$ cat config.mk
export PLATFORM = sky130hd
export DESIGN_NAME = hazard_ctrl_flat
export DESIGN_NICKNAME = d
export VERILOG_FILES = /design/src/rtl/hazard_ctrl_pkg.sv /design/src/rtl/hazard_ctrl_if.sv /design/src/rtl/hazard_ctrl_sat_counter.sv /design/src/rtl/hazard_ctrl.sv /design/src/flat_wrapper.sv
export SDC_FILE = /design/constraint.sdc
export NUM_CORES = 1
export LEC_CHECK = 0
export ABC_AREA = 1
export BUFFER_PORTS_ARGS = -buffer_cell sky130_fd_sc_hd__clkbuf_2
export CELL_PAD_IN_SITES_DETAIL_PLACEMENT = 0
export CELL_PAD_IN_SITES_GLOBAL_PLACEMENT = 1
export CORE_MARGIN = 4
export CORE_UTILIZATION = 35
export DETAILED_ROUTE_END_ITERATION = 6
export GPL_TIMING_DRIVEN = 0
export HOLD_SLACK_MARGIN = 0.06
export PLACE_DENSITY_LB_ADDON = 0.1
export SLEW_MARGIN = 20
export SYNTH_ARGS = -nofsm -noshare
export SYNTH_HDL_FRONTEND = slang
export SYNTH_HIERARCHICAL = 1
export SYNTH_SLANG_ARGS = --single-unit
$ cat constraint.sdc
create_clock -name clk -period 1.7 [get_ports clk]
set_clock_uncertainty 0.15 [all_clocks]
set_input_delay 0.255 -clock clk [delete_from_list [all_inputs] [get_ports clk]]
set_output_delay 0.255 -clock clk [all_outputs]
set_load 0.02 [all_outputs]
$ cat src/rtl/hazard_ctrl_pkg.sv
// Shared widths, FSM state type and the load-use hazard compare for hazard_ctrl.
package hazard_ctrl_pkg;

  localparam int unsigned RSIZE = 5;
  localparam int unsigned ISIZE = 32;

  typedef logic [RSIZE-1:0] reg_idx_t;

  typedef enum logic [1:0] {
    RUN       = 2'd0,
    FLUSH     = 2'd1,
    IMEM_WAIT = 2'd2
  } state_t;

  // Register 0 is hard-wired zero, so a load targeting it never hazards.
  function automatic logic load_use(input logic     memread,
                                    input reg_idx_t rd,
                                    input reg_idx_t rs,
                                    input reg_idx_t rt,
                                    input logic     uses_rt);
    return memread && (rd != '0) && ((rd == rs) || (uses_rt && (rd == rt)));
  endfunction

endpackage

$ cat src/rtl/hazard_ctrl_if.sv
// Pipeline-side hazard inputs and the register enable/flush controls.
interface hazard_ctrl_if;
  import hazard_ctrl_pkg::*;

  reg_idx_t id_rs;
  reg_idx_t id_rt;
  logic     id_uses_rt;
  logic     ex_memread;
  reg_idx_t ex_rd;
  logic     br_taken;
  logic     imem_ready;
  logic     pc_en;
  logic     ifid_en;
  logic     ifid_flush;
  logic     idex_bubble;

  modport master (
    output id_rs, id_rt, id_uses_rt, ex_memread, ex_rd, br_taken, imem_ready,
    input  pc_en, ifid_en, ifid_flush, idex_bubble
  );

  modport slave (
    input  id_rs, id_rt, id_uses_rt, ex_memread, ex_rd, br_taken, imem_ready,
    output pc_en, ifid_en, ifid_flush, idex_bubble
  );
endinterface

$ cat src/rtl/hazard_ctrl_sat_counter.sv
// Saturating up-counter used for the lost-cycle performance counters.
module sat_counter #(
  parameter int unsigned W = 16
) (
  input  logic         clk,
  input  logic         rst,
  input  logic         inc,
  output logic [W-1:0] q
);

  always_ff @(posedge clk or negedge rst) begin
    if (!rst) begin
      q <= '0;
    end else if (inc && (q != '1)) begin
      q <= q + 1'b1;
    end
  end

endmodule

$ cat src/rtl/hazard_ctrl.sv
// Pipeline sequencing controller: load-use stall, branch squash and imem wait
// handling with fixed priority, plus lost-cycle counters.
module hazard_ctrl
  import hazard_ctrl_pkg::*;
#(
  parameter int unsigned FLUSH_CYCLES = 2,
  parameter int unsigned CNT_W        = 16
) (
  input  logic             clk,
  input  logic             rst,
  hazard_ctrl_if.slave     hz,
  output logic [1:0]       state,
  output logic [CNT_W-1:0] stall_cnt,
  output logic [CNT_W-1:0] flush_cnt
);

  localparam logic [2:0] SQ_LOAD = 3'(FLUSH_CYCLES - 1);

  state_t     cur, nxt;
  logic [2:0] sq_cnt, sq_nxt;
  logic       lu;
  logic       pc_en_d, ifid_en_d, ifid_flush_d, idex_bubble_d;
  logic       stall_inc, flush_inc;

  always_ff @(posedge clk or negedge rst) begin
    if (!rst) begin
      cur    <= RUN;
      sq_cnt <= '0;
    end else begin
      cur    <= nxt;
      sq_cnt <= sq_nxt;
    end
  end

  always_comb begin
    nxt           = cur;
    sq_nxt        = sq_cnt;
    pc_en_d       = 1'b1;
    ifid_en_d     = 1'b1;
    ifid_flush_d  = 1'b0;
    idex_bubble_d = 1'b0;
    stall_inc     = 1'b0;
    flush_inc     = 1'b0;
    lu            = load_use(hz.ex_memread, hz.ex_rd, hz.id_rs, hz.id_rt, hz.id_uses_rt);

    if (hz.br_taken) begin
      ifid_flush_d  = 1'b1;
      idex_bubble_d = 1'b1;
      flush_inc     = 1'b1;
      sq_nxt        = SQ_LOAD;
      nxt           = (FLUSH_CYCLES > 1) ? FLUSH : RUN;
    end else begin
      case (cur)
        FLUSH: begin
          pc_en_d      = hz.imem_ready;
          ifid_flush_d = 1'b1;
          flush_inc    = 1'b1;
          sq_nxt       = (sq_cnt != '0) ? sq_cnt - 3'd1 : '0;
          // The squash ends on the cycle the count steps from 1 to 0.
          if (sq_cnt <= 3'd1) begin
            nxt = hz.imem_ready ? RUN : IMEM_WAIT;
          end
        end
        RUN, IMEM_WAIT: begin
          if ((cur == RUN) && lu) begin
            pc_en_d       = 1'b0;
            ifid_en_d     = 1'b0;
            idex_bubble_d = 1'b1;
            stall_inc     = 1'b1;
          end else if (!hz.imem_ready) begin
            pc_en_d      = 1'b0;
            ifid_flush_d = 1'b1;
            stall_inc    = 1'b1;
            nxt          = IMEM_WAIT;
          end else begin
            nxt = RUN;
          end
        end
        default: nxt = RUN;
      endcase
    end
  end

  // Reset holds the pipeline frozen with NOPs regardless of the decode.
  assign hz.pc_en       = rst & pc_en_d;
  assign hz.ifid_en     = rst & ifid_en_d;
  assign hz.ifid_flush  = ~rst | ifid_flush_d;
  assign hz.idex_bubble = ~rst | idex_bubble_d;
  assign state          = cur;

  sat_counter #(.W(CNT_W)) u_stall_cnt (
    .clk (clk),
    .rst (rst),
    .inc (stall_inc),
    .q   (stall_cnt)
  );

  sat_counter #(.W(CNT_W)) u_flush_cnt (
    .clk (clk),
    .rst (rst),
    .inc (flush_inc),
    .q   (flush_cnt)
  );

endmodule

$ cat src/flat_wrapper.sv
// flat-port wrapper written by rule: the top's interface ports become plain ports
module hazard_ctrl_flat import hazard_ctrl_pkg::*;
#(
  parameter int unsigned FLUSH_CYCLES = 2,
  parameter int unsigned CNT_W        = 16
)
  (clk, rst, state, stall_cnt, flush_cnt, hz_id_rs, hz_id_rt, hz_id_uses_rt, hz_ex_memread, hz_ex_rd, hz_br_taken, hz_imem_ready, hz_pc_en, hz_ifid_en, hz_ifid_flush, hz_idex_bubble);
  hazard_ctrl_if hz_i ();
  input  logic clk;
  input  logic rst;
  output logic [1:0] state;
  output logic [CNT_W-1:0] stall_cnt;
  output logic [CNT_W-1:0] flush_cnt;
  input wire logic [$bits(hz_i.id_rs)-1:0] hz_id_rs;
  input wire logic [$bits(hz_i.id_rt)-1:0] hz_id_rt;
  input wire logic [$bits(hz_i.id_uses_rt)-1:0] hz_id_uses_rt;
  input wire logic [$bits(hz_i.ex_memread)-1:0] hz_ex_memread;
  input wire logic [$bits(hz_i.ex_rd)-1:0] hz_ex_rd;
  input wire logic [$bits(hz_i.br_taken)-1:0] hz_br_taken;
  input wire logic [$bits(hz_i.imem_ready)-1:0] hz_imem_ready;
  output wire logic [$bits(hz_i.pc_en)-1:0] hz_pc_en;
  output wire logic [$bits(hz_i.ifid_en)-1:0] hz_ifid_en;
  output wire logic [$bits(hz_i.ifid_flush)-1:0] hz_ifid_flush;
  output wire logic [$bits(hz_i.idex_bubble)-1:0] hz_idex_bubble;
  assign hz_i.id_rs = hz_id_rs;
  assign hz_i.id_rt = hz_id_rt;
  assign hz_i.id_uses_rt = hz_id_uses_rt;
  assign hz_i.ex_memread = hz_ex_memread;
  assign hz_i.ex_rd = hz_ex_rd;
  assign hz_i.br_taken = hz_br_taken;
  assign hz_i.imem_ready = hz_imem_ready;
  assign hz_pc_en = hz_i.pc_en;
  assign hz_ifid_en = hz_i.ifid_en;
  assign hz_ifid_flush = hz_i.ifid_flush;
  assign hz_idex_bubble = hz_i.idex_bubble;
  hazard_ctrl #(.FLUSH_CYCLES(FLUSH_CYCLES), .CNT_W(CNT_W)) u_core (.clk(clk), .rst(rst), .hz(hz_i), .state(state), .stall_cnt(stall_cnt), .flush_cnt(flush_cnt));
endmodule
==> run summary, run 1 <==
The post-synthesis net count is 422. The number of global-route vias before repair came to 2,408. The clock tree synthesis step divided the H-tree into 2 levels.

The kind of start point of the critical path is a flop. The final reports fail on hold timing, setup timing. For the pin with the worst max-slew slack, the measured transition is 595 ps. Yosys printed 6 warnings. The max-capacitance violation count is 0.

The wire length per cell is 11.6 um. The count of buffers added on input and output ports is 58. Once placement finished, the instance area stood at 3100 sq um. The class of the most critical hold timing path is in2async. The critical path is of the reg2out type. The library cell used most frequently in the layout, excluding fill and tap cells, is sky130_fd_sc_hd__nand2_1. In this run the critical register-to-register path is captured at u_core/u_stall_cnt/q[6]. The global-route wire length before repair came out at 11,100 um. The largest net degree at the start of global routing came out at 42. The sum of overflow across all layers after global routing came out at 0. The number of hold violations in the final report was 37. The flow ran to the end, but the final reports show violations. On the final layout, the worst hold slack is -165 ps. The number of antenna violations at the first check in global routing is 0. The synthesized flop and latch total is 37.

In this run the worst setup path begins at u_core/state[1]. After routing, the total negative slack on setup checks comes to -473 ps. The final critical path takes up 104% of the cycle. The mean post-synth cell area is 6.72 sq um. The number of iterations in the first detailed-routing pass came out at 4. The detail-routed via count per cell came out at 4.60. The area overhead of the layout relative to synthesis came out at 27.8%. The total number of nets in the final design is 497. The power density of the placed cells came out at 801 nW/um^2. In the post-route analysis, the smallest setup slack over all paths is -61.6 ps. The final number of max-transition violations is 0.

Setup repair after global routing could not meet its margin everywhere. The minimum clock period after layout is 1760 ps. The arrival time of data at the critical path endpoint came out at 1360 ps. The die span in x came out at 95.3 um. The source-to-sink clock delay at the later pin of the worst-skew pair came out at 300 ps. IR analysis of the VDD net gives a maximum drop of 0.324 mV. The placer congestion estimate is 0.722. TritonCTS built the clock tree. The total via count after detailed routing came out at 2,634.

The total wire length is 6620 um. The number of cells on the worst reg-to-reg path is 12. The finished cells cover 3410 sq um.

The number of endpoints failing setup at the final stage came out at 18. The initial core utilization came out at 36.4%. The worst register-to-register path begins at u_core/state[1].

The worst slew margin relative to its limit came out at 60.3%. The post-synthesis instance area is 2670 sq um. The total core area is 7330 sq um. The die is 95.3 um tall. The clock tree root buffer cell is sky130_fd_sc_hd__clkbuf_8.

The gate count of the mapped netlist is 397. The share of the core filled with cells came out at 46.5%. Timing would allow up to 568 MHz. The number of remaining DRC errors is 0. The number of standard-cell rows in the floorplan came out at 31. The top cell types in the final layout, fill and taps aside, are sky130_fd_sc_hd__nand2_1, sky130_fd_sc_hd__clkbuf_2, sky130_fd_sc_hd__inv_1, sky130_fd_sc_hd__nor2_1, sky130_fd_sc_hd__dfrtp_1. The detail route stage leaves a number of antenna-violating nets equal to 0. The capturing element type of the critical path is an output pin. The clock buffer count from CTS is 5. The count of boundary I/O pins is 59. The largest buffer count on any clock path came out at 2. The clock sink count came out at 37. The share of the Yosys chip area taken by registers is 34.7%. Before CTS, the worst setup slack after placement is -302 ps. The detailed router finished its first iteration with 49 violations.

The count of distinct cell types in the synthesized netlist came out at 21. The worst setup slack for register-to-register paths came out at -40 ps. The reported leakage power came out at 0.00171 uW. The overall fraction of global-route tracks in use came out at 15.4%.

The data required time of the worst path is 1290 ps. The clock-pin slew of the registers on the worst-case setup and hold paths came out at 90 ps. The share of layout cells above drive strength 1 is 33.4%. The final antenna diode count came out at 0. The full die area is 9090 sq um. The maximum fanout along the worst path is 3. The estimated wirelength of the detail-placed design is 4950 um.
-- per-layer routing --
layer	GRT usage, %	vias to the layer above	part of all wire [%]
li1	-	1374	-
met1	18.8	1217	44
met2	27.2	37	51
met3	3.08	6	3.8
met4	4.81	0	1.2
met5	0	-	0
-- Yosys cell counts (all sizes together) --
master	n	share of area (%)
nand2	173	25
ha	4	1.9
nand3	21	4.1
buf	4	1.7
inv	50	7.0
a21oi	3	0.56
xor2	3	0.98
nand4	13	4.2
nor2	56	11
or2	1	0.23
dfrtp	37	35
o21ai	21	4.5
xnor2	11	3.6
-- report_power, final --
part           total (uW)  internal, uW  switching, uW
combinational         914           357            557
sequential           1190          1000            189
clock                 626           283            342
-- sequential cells by signal (all words and copies together), names as in the netlist --
register,cells
u_core/sq_cnt,3
u_core/u_stall_cnt/q,16
u_core/u_flush_cnt/q,16
u_core/state,2
-- timing repair --
item                                    in CTS  in global routing
resized for setup                           20                 34
gates cloned                                 2                  0
endpoints found under the hold margin       37                 37
pin swaps                                   14                 12
buffers inserted                             5                  3
endpoints found under the setup margin      30                 31
-- worst max path at each step --
stage / end / depth (start not counted)
2_1_floorplan: u_core/u_stall_cnt/q[15] / 14
3_3_place_gp: u_core/u_stall_cnt/q[15] / 18
3_5_place_dp: u_core/u_stall_cnt/q[15] / 18
4_1_cts: hz_ifid_flush / 7
5_1_grt: hz_ifid_flush / 7
6_report: hz_pc_en / 7
-- layout make-up --
type / count / area (sq um)
fill: 790 / 3920
buffer: 4 / 45.0
timing repair buffer: 68 / 400
sequential: 37 / 933
inverter: 50 / 188
tap: 99 / 124
multi-input combinational: 306 / 1630
clock buffer: 5 / 68.8
clock inverter: 3 / 17.5
-- kinds of logic (layout without fill, tap and decap cells) --
logic type | count (synthesis) | count (layout) | share of synthesized area [%]
adders and majority gates | 4 | 4 | 1.88
DFF | 37 | 37 | 34.7
xor gates and xnor gates | 14 | 14 | 4.59
and+or+nand+nor | 264 | 264 | 45.1
buffers and inverters | 54 | 130 | 8.72
AOI/OAI and AO/OA | 24 | 24 | 5.06
-- worst max-delay path, cell delays in order, from the launching register on --
cell,delay (ps)
sky130_fd_sc_hd__dfrtp_2,430
sky130_fd_sc_hd__nor2_2,100
sky130_fd_sc_hd__nand3_1,90
sky130_fd_sc_hd__inv_2,90
sky130_fd_sc_hd__nand2_4,70
sky130_fd_sc_hd__nand2_4,70
sky130_fd_sc_hd__a21oi_1,60
sky130_fd_sc_hd__clkbuf_2,160
-- through the flow --
stage               power, uW  hold slack [ps]  std cells
global placement         2020              368        554
finish                   2730             -165        572
floorplan                1730             -191        397
CTS                      2710             -145        569
global route             2950             -129        572
detailed placement       2030              183        554
No activity file was read; power rests on OpenSTA's default activity.
==> inputs of run 2 (changes only) <==
- RECOVER_POWER: unset -> 100
==> run 2 against run 1 <==
  * The flow still finishes with violations (hold timing, setup timing)
  * Maximum frequency about the same
  * Critical path depth unchanged
  * Cell count unchanged
==> run summary, run 2 (synthesized netlist as in run 1, its figures left out) <==
Entering global routing, the biggest net connects 42 pins. For this run the aggregate overflow at the end of global routing stands at 0. The portion of the clock cycle consumed by the worst path in the final layout is 104%. The clock sink count came out at 37. Once detailed placement completed, the half-perimeter wirelength came to 4950 um. The minimum clock period after layout came out at 1760 ps. The region available for standard cell placement spans 7330 sq um. The height of the chip came out at 95.3 um. The final number of max-transition violations came out at 0. The total number of nets in the final design came out at 497. The max-capacitance violation count is 0. IR analysis of the VDD net gives a maximum drop of 0.324 mV.

The total wire length is 6620 um. Clock latency on the worst-skew pair, taken at its later pin, is 300 ps. Port buffering added 58 buffers. Headroom to the max-slew limit came out at 60.3%. The initial detailed-routing violation count is 50. Leaving out fill and tap cells, the most frequent cell in the layout is sky130_fd_sc_hd__nand2_1. Buffers inserted during clock tree synthesis total 5. The pre-CTS worst setup slack came out at -302 ps. The share of the core filled with cells came out at 46.3%. The area used by multi-input combinational logic is 1630 sq um.

No sink is reached through more buffers than the 2 on the longest clock path. The data required time of the worst path came out at 1290 ps. The overall fraction of global-route tracks in use came out at 15.4%. In the post-route analysis, the smallest setup slack over all paths is -61.4 ps. The global-route wire length before repair is 11,100 um. The total via count after detailed routing is 2,633.

The H-tree depth reported by CTS came out at 2. The clock-pin slew of the registers on the worst-case setup and hold paths is 90 ps. In the final timing run, aggregate negative setup slack is -475 ps.

Along the worst path, the maximum fanout reaches 3. The combined flip-flop and latch cell area is 931 sq um. For this configuration, the core starts out at a cell density of 36.4%. The worst setup path is launched from a flop. The number of standard-cell rows in the floorplan is 31.

The reported leakage power came out at 0.00169 uW. The number of hold violations in the final report is 37. The run finished, with violations left. The count of boundary I/O pins is 59. The worst setup path is captured at an output pin.

The number of iterations in the first detailed-routing pass came out at 4. The power density of the placed cells is 803 nW/um^2. The maximum operating frequency came out at 568 MHz. At the pin with the least slew margin, the transition time is 595 ps. Final hold analysis gives a worst-case slack of -165 ps. The number of endpoints failing setup at the final stage came out at 18. The number of antenna-violating nets in the routed design is 0. The tree is rooted in a sky130_fd_sc_hd__clkbuf_8. The number of remaining DRC errors is 0. The critical path is of the reg2out type. The final antenna diode count is 0. The share of layout cells above drive strength 1 is 31.1%. The largest registers in the layout are u_core/u_flush_cnt/q: 16 flops, u_core/u_stall_cnt/q: 16 flops, u_core/sq_cnt: 3 flops.

The checks that failed: hold timing, setup timing. The number of standard cells in the final layout excluding fillers is 572. Relative to the synthesized area, the layout overhead comes to 27.2%. The library cells used most frequently in the layout, excluding fill and tap cells, are sky130_fd_sc_hd__nand2_1, sky130_fd_sc_hd__clkbuf_2, sky130_fd_sc_hd__inv_1, sky130_fd_sc_hd__nor2_1, sky130_fd_sc_hd__dfrtp_1. The detail-routed via count per cell is 4.60. TritonCTS built the clock tree. The placed cell count came out at 554. In the final routed layout, each cell accounts on average for 11.6 um. The number of global-route vias before repair came to 2,408. The filler cell count is 796. The die span in x came out at 95.3 um. Setup repair after global routing could not meet its margin everywhere. The placer congestion estimate is 0.722. The number of antenna violations at the first check in global routing is 0. The path class of the tightest hold or removal check is in2async.

The full die area is 9090 sq um. The arrival time of data at the critical path endpoint came out at 1360 ps.
==> run 2: changes by cell type in the layout (fill, tap and decap cells not counted) <==
cell                       change
sky130_fd_sc_hd__dfrtp_1       +2
sky130_fd_sc_hd__dfrtp_2       -2
sky130_fd_sc_hd__clkbuf_1      +8
sky130_fd_sc_hd__clkbuf_2      -8
sky130_fd_sc_hd__nor2_1        +1
sky130_fd_sc_hd__nor2_2        -1
==> run 2: metrics by stage <==
stage	total power, uW	cell area [sq um]
5_1_grt	2940	3390
2_1_floorplan	1730	2680
6_report	2730	3390
3_5_place_dp	2030	3100
4_1_cts	2710	3290
3_3_place_gp	2020	3100
==> run 2: timing repair <==
item	CTS	global route
endpoints found under the setup margin	30	31
resized for setup	20	34
pin swaps	14	12
cloned	2	0
endpoints found under the hold margin	37	37
buffers inserted	5	3
==> run 2: layout make-up <==
cell class / count / share of cell area [%]
Multi-Input combinational cell: 306 / 48.0
Clock buffer: 5 / 2.03
Buffer: 4 / 1.33
Timing Repair Buffer: 68 / 11.5
Inverter: 50 / 5.53
Tap cell: 99 / 3.65
Clock inverter: 3 / 0.516
Sequential cell: 37 / 27.4
==> run 2: critical path, cell delays in order, from the launching register on <==
cell	delay, ps
sky130_fd_sc_hd__dfrtp_2	430
sky130_fd_sc_hd__nor2_2	100
sky130_fd_sc_hd__nand3_1	90
sky130_fd_sc_hd__inv_2	90
sky130_fd_sc_hd__nand2_4	70
sky130_fd_sc_hd__nand2_4	70
sky130_fd_sc_hd__a21oi_1	60
sky130_fd_sc_hd__clkbuf_2	160
==> run 2: where the power goes <==
group	internal [uW]	switching, uW
Combinational	354	556
Sequential	1000	189
Clock	283	342
==> run 2: path summary, 6_finish.rpt <==
kind / from / endpoint / slack (ps) / depth (start not counted)
hold reg to reg: u_core/sq_cnt[1] / u_core/sq_cnt[1] / 420 / 2
hold / removal: rst / u_core/u_stall_cnt/q[11] / -160 / 1
max in group asynchronous: rst / u_core/u_flush_cnt/q[0] / 1130 / 1
setup / recovery: u_core/state[1] / hz_pc_en / -60 / 7
min in group clk: hz_br_taken / u_core/state[1] / 80 / 4
setup reg to reg: u_core/state[1] / u_core/u_stall_cnt/q[6] / -40 / 12
==> run 2: routing by layer <==
metal  up-vias  track usage (%)  part of all wire, %
li1       1374                -                    -
met3         6             3.08                  3.7
met5         -                0                    0
met1      1216             18.8                   45
met2        37             27.2                   51
met4         0             4.81                  1.2
